--- src/rtl/async_fifo_rd_packer.sv ---
`default_nettype none
// ============================================================================
// Module   : async_fifo_rd_packer
// Purpose  : Pops bytes from the read port of an async FIFO and packs them
//            little-endian into NBYTES-byte words on a valid/ready output,
//            with a flush that forces out a partially assembled word.
// Revision : 1.0 - initial release
// ============================================================================
module async_fifo_rd_packer #(
    parameter int NBYTES = 4
) (
    input  logic                         rclk,
    input  logic                         reset_L,
    output logic                         pop,
    input  logic [7:0]                   rdata,
    input  logic                         empty,
    output logic                         out_valid,
    input  logic                         out_ready,
    output logic [8*NBYTES-1:0]          out_data,
    output logic [$clog2(NBYTES+1)-1:0]  out_nbytes,
    input  logic                         flush,
    output logic                         flush_done
);

    localparam int c_CNT_W = $clog2(NBYTES+1);

    logic [8*NBYTES-1:0] r_asm;
    logic [c_CNT_W-1:0]  r_cnt;
    logic                r_pend;
    logic                r_out_valid;
    logic [8*NBYTES-1:0] r_out_data;
    logic [c_CNT_W-1:0]  r_out_nbytes;
    logic                r_flush_req;

    logic [c_CNT_W:0]    w_fill;
    logic                w_xfer_full;
    logic                w_flush_go;
    logic                w_flush_emit;
    logic                w_pop;

    // Counting the in-flight byte keeps asm from ever overflowing.
    assign w_fill      = {1'b0, r_cnt} + {{c_CNT_W{1'b0}}, r_pend};
    assign w_xfer_full = (r_cnt == c_CNT_W'(NBYTES)) && !r_out_valid;

    // A full asm at flush time takes the normal transfer path first.
    assign w_flush_go   = r_flush_req && !r_pend && !r_out_valid &&
                          (r_cnt != c_CNT_W'(NBYTES));
    assign w_flush_emit = w_flush_go && (r_cnt != '0);

    assign w_pop = reset_L && !empty && !r_flush_req && !flush &&
                   ((w_fill < (c_CNT_W+1)'(NBYTES)) || w_xfer_full);

    always_ff @(posedge rclk or negedge reset_L) begin
        if (!reset_L) begin
            r_asm        <= '0;
            r_cnt        <= '0;
            r_pend       <= 1'b0;
            r_out_valid  <= 1'b0;
            r_out_data   <= '0;
            r_out_nbytes <= '0;
            r_flush_req  <= 1'b0;
        end else begin
            r_pend <= w_pop;

            if (w_xfer_full || w_flush_emit) begin
                r_asm <= '0;
                r_cnt <= '0;
            end else if (r_pend) begin
                for (int i = 0; i < NBYTES; i++) begin
                    if (r_cnt == c_CNT_W'(i)) begin
                        r_asm[8*i +: 8] <= rdata;
                    end
                end
                r_cnt <= r_cnt + 1'b1;
            end

            if (w_xfer_full) begin
                r_out_data   <= r_asm;
                r_out_nbytes <= c_CNT_W'(NBYTES);
                r_out_valid  <= 1'b1;
            end else if (w_flush_emit) begin
                r_out_data   <= r_asm;
                r_out_nbytes <= r_cnt;
                r_out_valid  <= 1'b1;
            end else if (r_out_valid && out_ready) begin
                r_out_valid  <= 1'b0;
            end

            if (w_flush_go) begin
                r_flush_req <= 1'b0;
            end else if (flush) begin
                r_flush_req <= 1'b1;
            end
        end
    end

    assign pop        = w_pop;
    assign out_valid  = r_out_valid;
    assign out_data   = r_out_data;
    assign out_nbytes = r_out_nbytes;
    assign flush_done = w_flush_go;

endmodule
`default_nettype wire

--- config.mk ---
export PLATFORM = sky130hd
export DESIGN_NAME = async_fifo_rd_packer
export DESIGN_NICKNAME = d
export VERILOG_FILES = /design/src/rtl/async_fifo_rd_packer.sv
export SDC_FILE = /design/constraint.sdc
export NUM_CORES = 1
export LEC_CHECK = 0
export ABC_AREA = 1
export CAP_MARGIN = 20
export CORE_MARGIN = 2
export CORE_UTILIZATION = 25
export CTS_CLUSTER_SIZE = 25
export DETAILED_ROUTE_END_ITERATION = 12
export GPL_TIMING_DRIVEN = 1
export HOLD_SLACK_MARGIN = 0.03
export PLACE_DENSITY = 0.52
export SETUP_SLACK_MARGIN = 0.3
export SYNTH_ARGS = -nofsm -noshare
export SYNTH_HDL_FRONTEND = slang
export SYNTH_SLANG_ARGS = --single-unit
--- constraint.sdc ---
create_clock -name rclk -period 1.68 [get_ports rclk]
set_input_delay 0.336 -clock rclk [delete_from_list [all_inputs] [get_ports rclk]]
set_output_delay 0.336 -clock rclk [all_outputs]
set_load 0.02 [all_outputs]
==> results.tsv, run 1 <==
stage	metric	value	unit
critical_path	crit_buf_inv	5	
floorplanning	fp.dieH	118	um
yosys	yosysUniqueCellTypes	20	
cts	cts_sinks	73	
routing	ant_nets	0	
grt	grt_overflow	0	
sta	finalMaxSlewViolations	0	
sta	fmax	0.577	GHz
routing	drtIter0Drc	239	
sta	fin_skew	0.00695	ns
cells_and_area	num_antenna_cells	0	
outcome	outcome	complete, but fails checks	
routing	drt_wl_total	11200	um
critical_path	startpoint	r_cnt[1]	
sta	tns	-0.465	ns
sta	worst_slew_pin_slew	0.549	ns
yosys	synth_warnings	0	
floorplanning	die_area	13800	sq um
yosys	postSynth.asyncResetShare	100	%
floorplanning	die_w	118	um
critical_path	timing.rr.start	r_cnt[1]	
placed_design	dp_hpwl	5580	um
grt	grt_usage	15.9	%
cells_and_area	syn_to_final_growth	66.9	%
sta	timing.final.ws_setup	-0.0531	ns
sta	finalHoldViolCount	0	
flow_run	drv_cap	0	
power_and_ir_drop	vdd_ir_drop_max	0.951	mV
cts	cts_hold_buf	0	
power_and_ir_drop	powerDensity	1840	nW/um^2
routing	avgRoutedWirePerCell	18.1	um
power_and_ir_drop	p_total	9.89	mW
critical_path	cp_data_required_time	1.91	ns
yosys	synth_edf_count	0	
yosys	synth_nets	363	
placed_design	io_buffers	50	
cts	clk_pin_slew	0.06	ns
yosys	ys_ff_latch	73	
cts	clk_latency	0.34	ns
cells_and_area	final_cells	621	
floorplanning	start_util	25.5	%
critical_path	cp.arrival	1.96	ns
cts	cts_tree	built	
sta	fin_crit	1.73	ns
yosys	synth_area	3220	sq um
routing	vias_per_cell	5.00	
routing	vias	3103	
critical_path	end_kind	register	
yosys	netlist_top_cells_count	nand2_1 (103), dfrtp_1 (73), nand4_1 (65)	
grt	grt_max_degree	41	
yosys	synth_top_area_share	56.7	%
worst_hold_path	hp-class	in2async	
cts	clk_path_buf_depth	2	
cts	htree_levels	3	
critical_path	cp_max_fo	5	
grt	antenna_found_initial	0	
critical_path	cp_top_family	buffers and inverters	
critical_path	crit_type	reg2reg	
placed_design	placed_cells	567	
sta	max_slew_margin	63.4	%
critical_path	cp_common_cell	buf_6	
yosys	yosysTopAreaCell	dfrtp_1	
floorplanning	core_region_area	12600	sq um
sta	rsz0062_at_grt	yes	
floorplanning	io_pins	51	
sta	setup_viol	15	
routing	drt_pass1_iterations	4	
placed_design	routabilityCongestion	0.729	
cells_and_area	fin_util	42.6	%
cells_and_area	num-nets-final	463	
yosys	synthCells	345	
critical_path	slowest_delay	0.36	ns
critical_path	path_cells	inv_2 -> ha_4 -> buf_6 -> nor2_4 -> nand3_4 -> buf_6 -> buf_6 -> buf_6 -> nand4_1 -> nand2_1	
critical_path	worstSetupStartpointType	register	
routing	drc	0	
sta	min_period_over_period	103	%
cts	root_buffer	clkbuf_16	
cells_and_area	final_layout_size_suffix_gt1_share	38.5	%
grt	grt_pass1_vias	3112	
yosys	yosysMostFrequentCell	nand2_1	
yosys	seq_area_frac_synth	56.7	%
critical_path	slowest_stage	dfrtp_1	
cts	cts_made_buffers	9	
outcome	violations	negative setup slack	
yosys	synth_ff_type	dfrtp_1	
floorplanning	rows	41	
power_and_ir_drop	p_leak	2.83	nW
yosys	synth_area_leaders	dfrtp_1 (57%), nand4_1 (13%), nand2_1 (12%), nand3_1 (6.1%), buf_4 (2.3%)	
grt	grt_pass1_wl	17100	um
yosys	avgSynthCellArea	9.34	sq um
-- worst paths after layout --
check,end,slack [ns],cells after the start
min,out_data[17],0.1,2
max,r_asm[25],-0.05,10
max in group asynchronous,r_cnt[2],0.64,3
min reg2reg,out_data[23],0.48,2
max reg2reg,r_asm[25],-0.05,10
min in group rclk,r_pend,0.36,3
-- worst reg2reg max path, cell delays in order, from the launching register on --
cell	delay [ns]
dfrtp_1	0.36
inv_2	0.06
ha_4	0.18
buf_6	0.13
nor2_4	0.16
nand3_4	0.19
buf_6	0.17
buf_6	0.12
buf_6	0.12
nand4_1	0.08
nand2_1	0.06
-- placed cells by master, fill, tap and decap left out, types with 3 or more instances in the layout --
cell / instances
nand2_4: 13
bufbuf_16: 3
buf_6: 16
clkdlybuf4s15_1: 17
ha_4: 3
buf_4: 24
nand2_1: 73
bufinv_16: 3
nand3_2: 18
buf_16: 11
clkbuf_2: 18
nand3_4: 3
clkbuf_16: 14
nand4_1: 65
nand3_1: 21
clkdlybuf4s50_1: 11
nor2_4: 3
nand2_2: 17
buf_12: 6
inv_2: 5
inv_1: 8
dfrtp_1: 72
-- cell type report --
type,count,area (sq um)
clock buffer,10,239
timing repair buffer,114,1400
multi-input combinational,234,1540
sequential,73,1830
inverter,13,48.8
tap,172,215
clock inverter,5,104
fill,1206,7240
-- report_power, final --
part           switching [mW]  total, mW  internal [mW]
clock                   0.759       2.24           1.48
sequential              0.407       2.71           2.31
combinational            2.42       4.94           2.52
-- metal layers --
layer  part of all wire [%]  wire, um  vias up  track usage [%]
li1                       -         -     1416                -
met1                     43      4770     1557             21.7
met2                     48      5360      119             25.0
met3                    8.2       921       11             4.17
met4                    1.4       162        0             4.14
met5                      0         0        -                0
-- flip-flops by register name (all words and copies together) (netlist names) --
name and count:
out_data 32, r_asm 32, r_flush_req 1, r_pend 1
out_nbytes 3, r_cnt 3, out_valid 1
-- repair_timing --
action | CTS | global route
endpoints found under the setup margin | 109 | 94
gates resized for setup | 129 | 94
pin swaps | 12 | 26
cloned | 13 | 7
buffers inserted | 17 | 2
-- per-stage QoR --
| stage | worst slack [ns] | hold slack [ns] | area [sq um] |
|---|---|---|---|
| 5_1_grt | -0.118 | 0.157 | 5380 |
| 3_3_place_gp | -0.362 | 0.464 | 4020 |
| 6_report | -0.0531 | 0.0995 | 5380 |
| 4_1_cts | -0.00572 | 0.130 | 5050 |
| 3_5_place_dp | -0.363 | 0.463 | 4020 |
| 2_1_floorplan | 0.141 | 0.0404 | 3250 |
-- cells by family after synthesis --
| logic type | count (synthesis) | synth area share [%] |
|---|---|---|
| AND/OR/NAND/NOR | 219 | 33.0 |
| flip-flops | 73 | 56.7 |
| buffers and inverters | 39 | 6.83 |
| AO/OA/AOI/OAI | 9 | 1.48 |
| adder cells (fa/ha/maj) | 5 | 1.94 |
Note: power is estimated with default switching activity, not from simulation.
==> inputs of run 2 (changes only) <==
- CORE_UTILIZATION: 25 -> 45
- CTS_BUF_LIST: default -> sky130_fd_sc_hd__clkbuf_4
- PLACE_DENSITY: 0.52 -> 0.78
- RECOVER_POWER: default -> 100
==> run 2 against run 1 <==
  * The run still ends with negative setup slack left
  * Global-route usage increased by 6.0 points
  * Cell area shrank 13%
  * Hold slack gained 0.090 ns
==> results.tsv, run 2 (synthesis results as in run 1) <==
stage	metric	value	unit	change
outcome	violations	negative setup slack		unchanged
cells_and_area	mostFrequentLayoutCells	dfrtp_1 (73), nand4_1 (65), nand2_1 (51), buf_2 (36), nand2_2 (34)		was nand2_1 (73), dfrtp_1 (72), nand4_1 (65), buf_4 (24), nand3_1 (21)
grt	antenna_found_initial	0		unchanged
routing	avgRoutedWirePerCell	18.4	um	was 18.1 um
floorplanning	die_w	88.6	um	was 118 um
power_and_ir_drop	powerDensity	1700	nW/um^2	was 1840 nW/um^2
sta	min_period_over_period	108	%	was 103%
routing	drc	0		unchanged
cells_and_area	num_antenna_cells	0		unchanged
placed_design	routabilityCongestion	0.856		was 0.729
critical_path	cp_data_required_time	1.34	ns	was 1.91 ns
cells_and_area	final_layout_size_suffix_gt1_share	43.1	%	was 38.5%
grt	grt_pass1_vias	2644		was 3,112
critical_path	worstSetupStartpointType	register		unchanged
cts	clk_pin_slew	0.12	ns	was 0.06 ns
floorplanning	fp.dieH	88.6	um	was 118 um
power_and_ir_drop	vdd_ir_drop_max	0.845	mV	was 0.951 mV
routing	drt_pass1_iterations	4		unchanged
flow_run	drv_cap	0		unchanged
sta	timing.final.ws_setup	-0.132	ns	was -0.0531 ns
outcome	outcome	complete, but fails checks		unchanged
cts	cts_sinks	73		unchanged
cts	cts_hold_buf	0		unchanged
critical_path	cp.arrival	1.48	ns	was 1.96 ns
sta	fin_skew	0.0114	ns	was 0.00695 ns
floorplanning	rows	30		was 41
cts	root_buffer	clkbuf_4		was clkbuf_16
critical_path	reg2reg_depth	11		was 10
grt	grt_usage	21.9	%	was 15.9%
cts	htree_levels	3		unchanged
power_and_ir_drop	p_total	7.95	mW	was 9.89 mW
floorplanning	core_region_area	6870	sq um	was 12,600 sq um
sta	worst_slew_pin_slew	0.979	ns	was 0.549 ns
sta	fin_crit	1.81	ns	was 1.73 ns
routing	ant_nets	0		unchanged
grt	use_met2	33.9	%	was 25.0%
floorplanning	die_area	7850	sq um	was 13,800 sq um
critical_path	end_kind	primary output		was register
floorplanning	io_pins	51		unchanged
critical_path	crit_type	reg2out		was reg2reg
grt	use_met1	29.8	%	was 21.7%
cells_and_area	syn_to_final_growth	44.7	%	was 66.9%
sta	finalHoldViolCount	0		unchanged
critical_path	cp_max_fo	3		was 5
grt	grt_pass1_wl	13000	um	was 17,100 um
sta	finalMaxSlewViolations	0		unchanged
grt	grt_overflow	0		unchanged
routing	vias_per_cell	5.82		was 5.00
grt	grt_max_degree	74		was 41
worst_hold_path	hp-class	in2async		unchanged
sta	max_slew_margin	34.7	%	was 63.4%
cts	cts_tree	built		unchanged
cells_and_area	fin_util	67.9	%	was 42.6%
cells_and_area	final_common_cell	dfrtp_1		was nand2_1
placed_design	dp_hpwl	4950	um	was 5580 um
routing	drtIter0Drc	393		was 239
power_and_ir_drop	p_leak	2.66	nW	was 2.83 nW
cts	clk_path_buf_depth	2		unchanged
cts	cts_made_buffers	9		unchanged
floorplanning	start_util	46.9	%	was 25.5%
cts	clk_latency	0.44	ns	was 0.34 ns
sta	rsz0062_at_grt	yes		unchanged
cells_and_area	num-nets-final	447		was 463
sta	setup_viol	68		was 15
placed_design	io_buffers	50		unchanged
critical_path	r2r_slack	-0.12	ns	was -0.05 ns
routing	vias	3072		was 3,103
sta	fmax	0.552	GHz	was 0.577 GHz
grt	busiest_layer	met2		unchanged
routing	drt_wl_total	9720	um	was 11,200 um
grt	grt_use_met3	4.48	%	was 4.17%
-- run 2: path summary, 6_finish.rpt --
kind	start	to
max in group asynchronous	reset_L	r_asm[26]
setup / recovery	r_cnt[0]	pop
setup reg to reg	r_cnt[0]	out_data[26]
min in group rclk	reset_L	r_pend
hold reg to reg	r_asm[11]	out_data[11]
hold / removal	reset_L	out_nbytes[0]
-- run 2: power breakdown --
group          total (mW)  internal [mW]  leakage (nW)  switching (mW)
logic                4.31           2.04          1.60            2.27
registers            2.72           2.30          1.00           0.423
clock network       0.917          0.297        0.0579           0.620
-- run 2: routing by layer --
layer,up-vias,wire (um)
met5,-,0
met4,0,261
met3,23,686
met2,147,4830
met1,1525,3950
li1,1377,-
-- run 2: critical path: stages, from the launching register on --
cell and delay [ns]:
dfrtp_1 0.42, buf_4 0.16, nand2_2 0.09, o21ai_2 0.09
a21oi_4 0.16, buf_6 0.13
-- run 2: final cells by class --
type,count,area (sq um)
Fill cell,492,2210
Sequential cell,73,1830
Multi-Input combinational cell,233,1530
Timing Repair Buffer,99,1040
Tap cell,96,120
Clock buffer,10,75.1
Inverter,13,48.8
Clock inverter,4,22.5
-- run 2: stage by stage --
stage	cells	worst slack, ns	cell area, sq um	hold WS (ns)	TNS (ns)
2_1_floorplan	345	0.141	3250	0.0404	0
3_3_place_gp	489	-0.331	3880	0.456	-0.954
3_5_place_dp	489	-0.363	3880	0.463	-3.56
4_1_cts	508	-0.116	4070	0.183	-0.230
5_1_grt	528	-0.195	4660	0.224	-9.07
6_report	528	-0.132	4660	0.189	-4.24
-- run 2: timing repair --
item	in CTS	in global routing
setup buffers	4	4
endpoints found under the hold margin	0	0
resized for setup	220	64
gates cloned	1	16
setup endpoints to repair	109	74
pin swaps	8	10
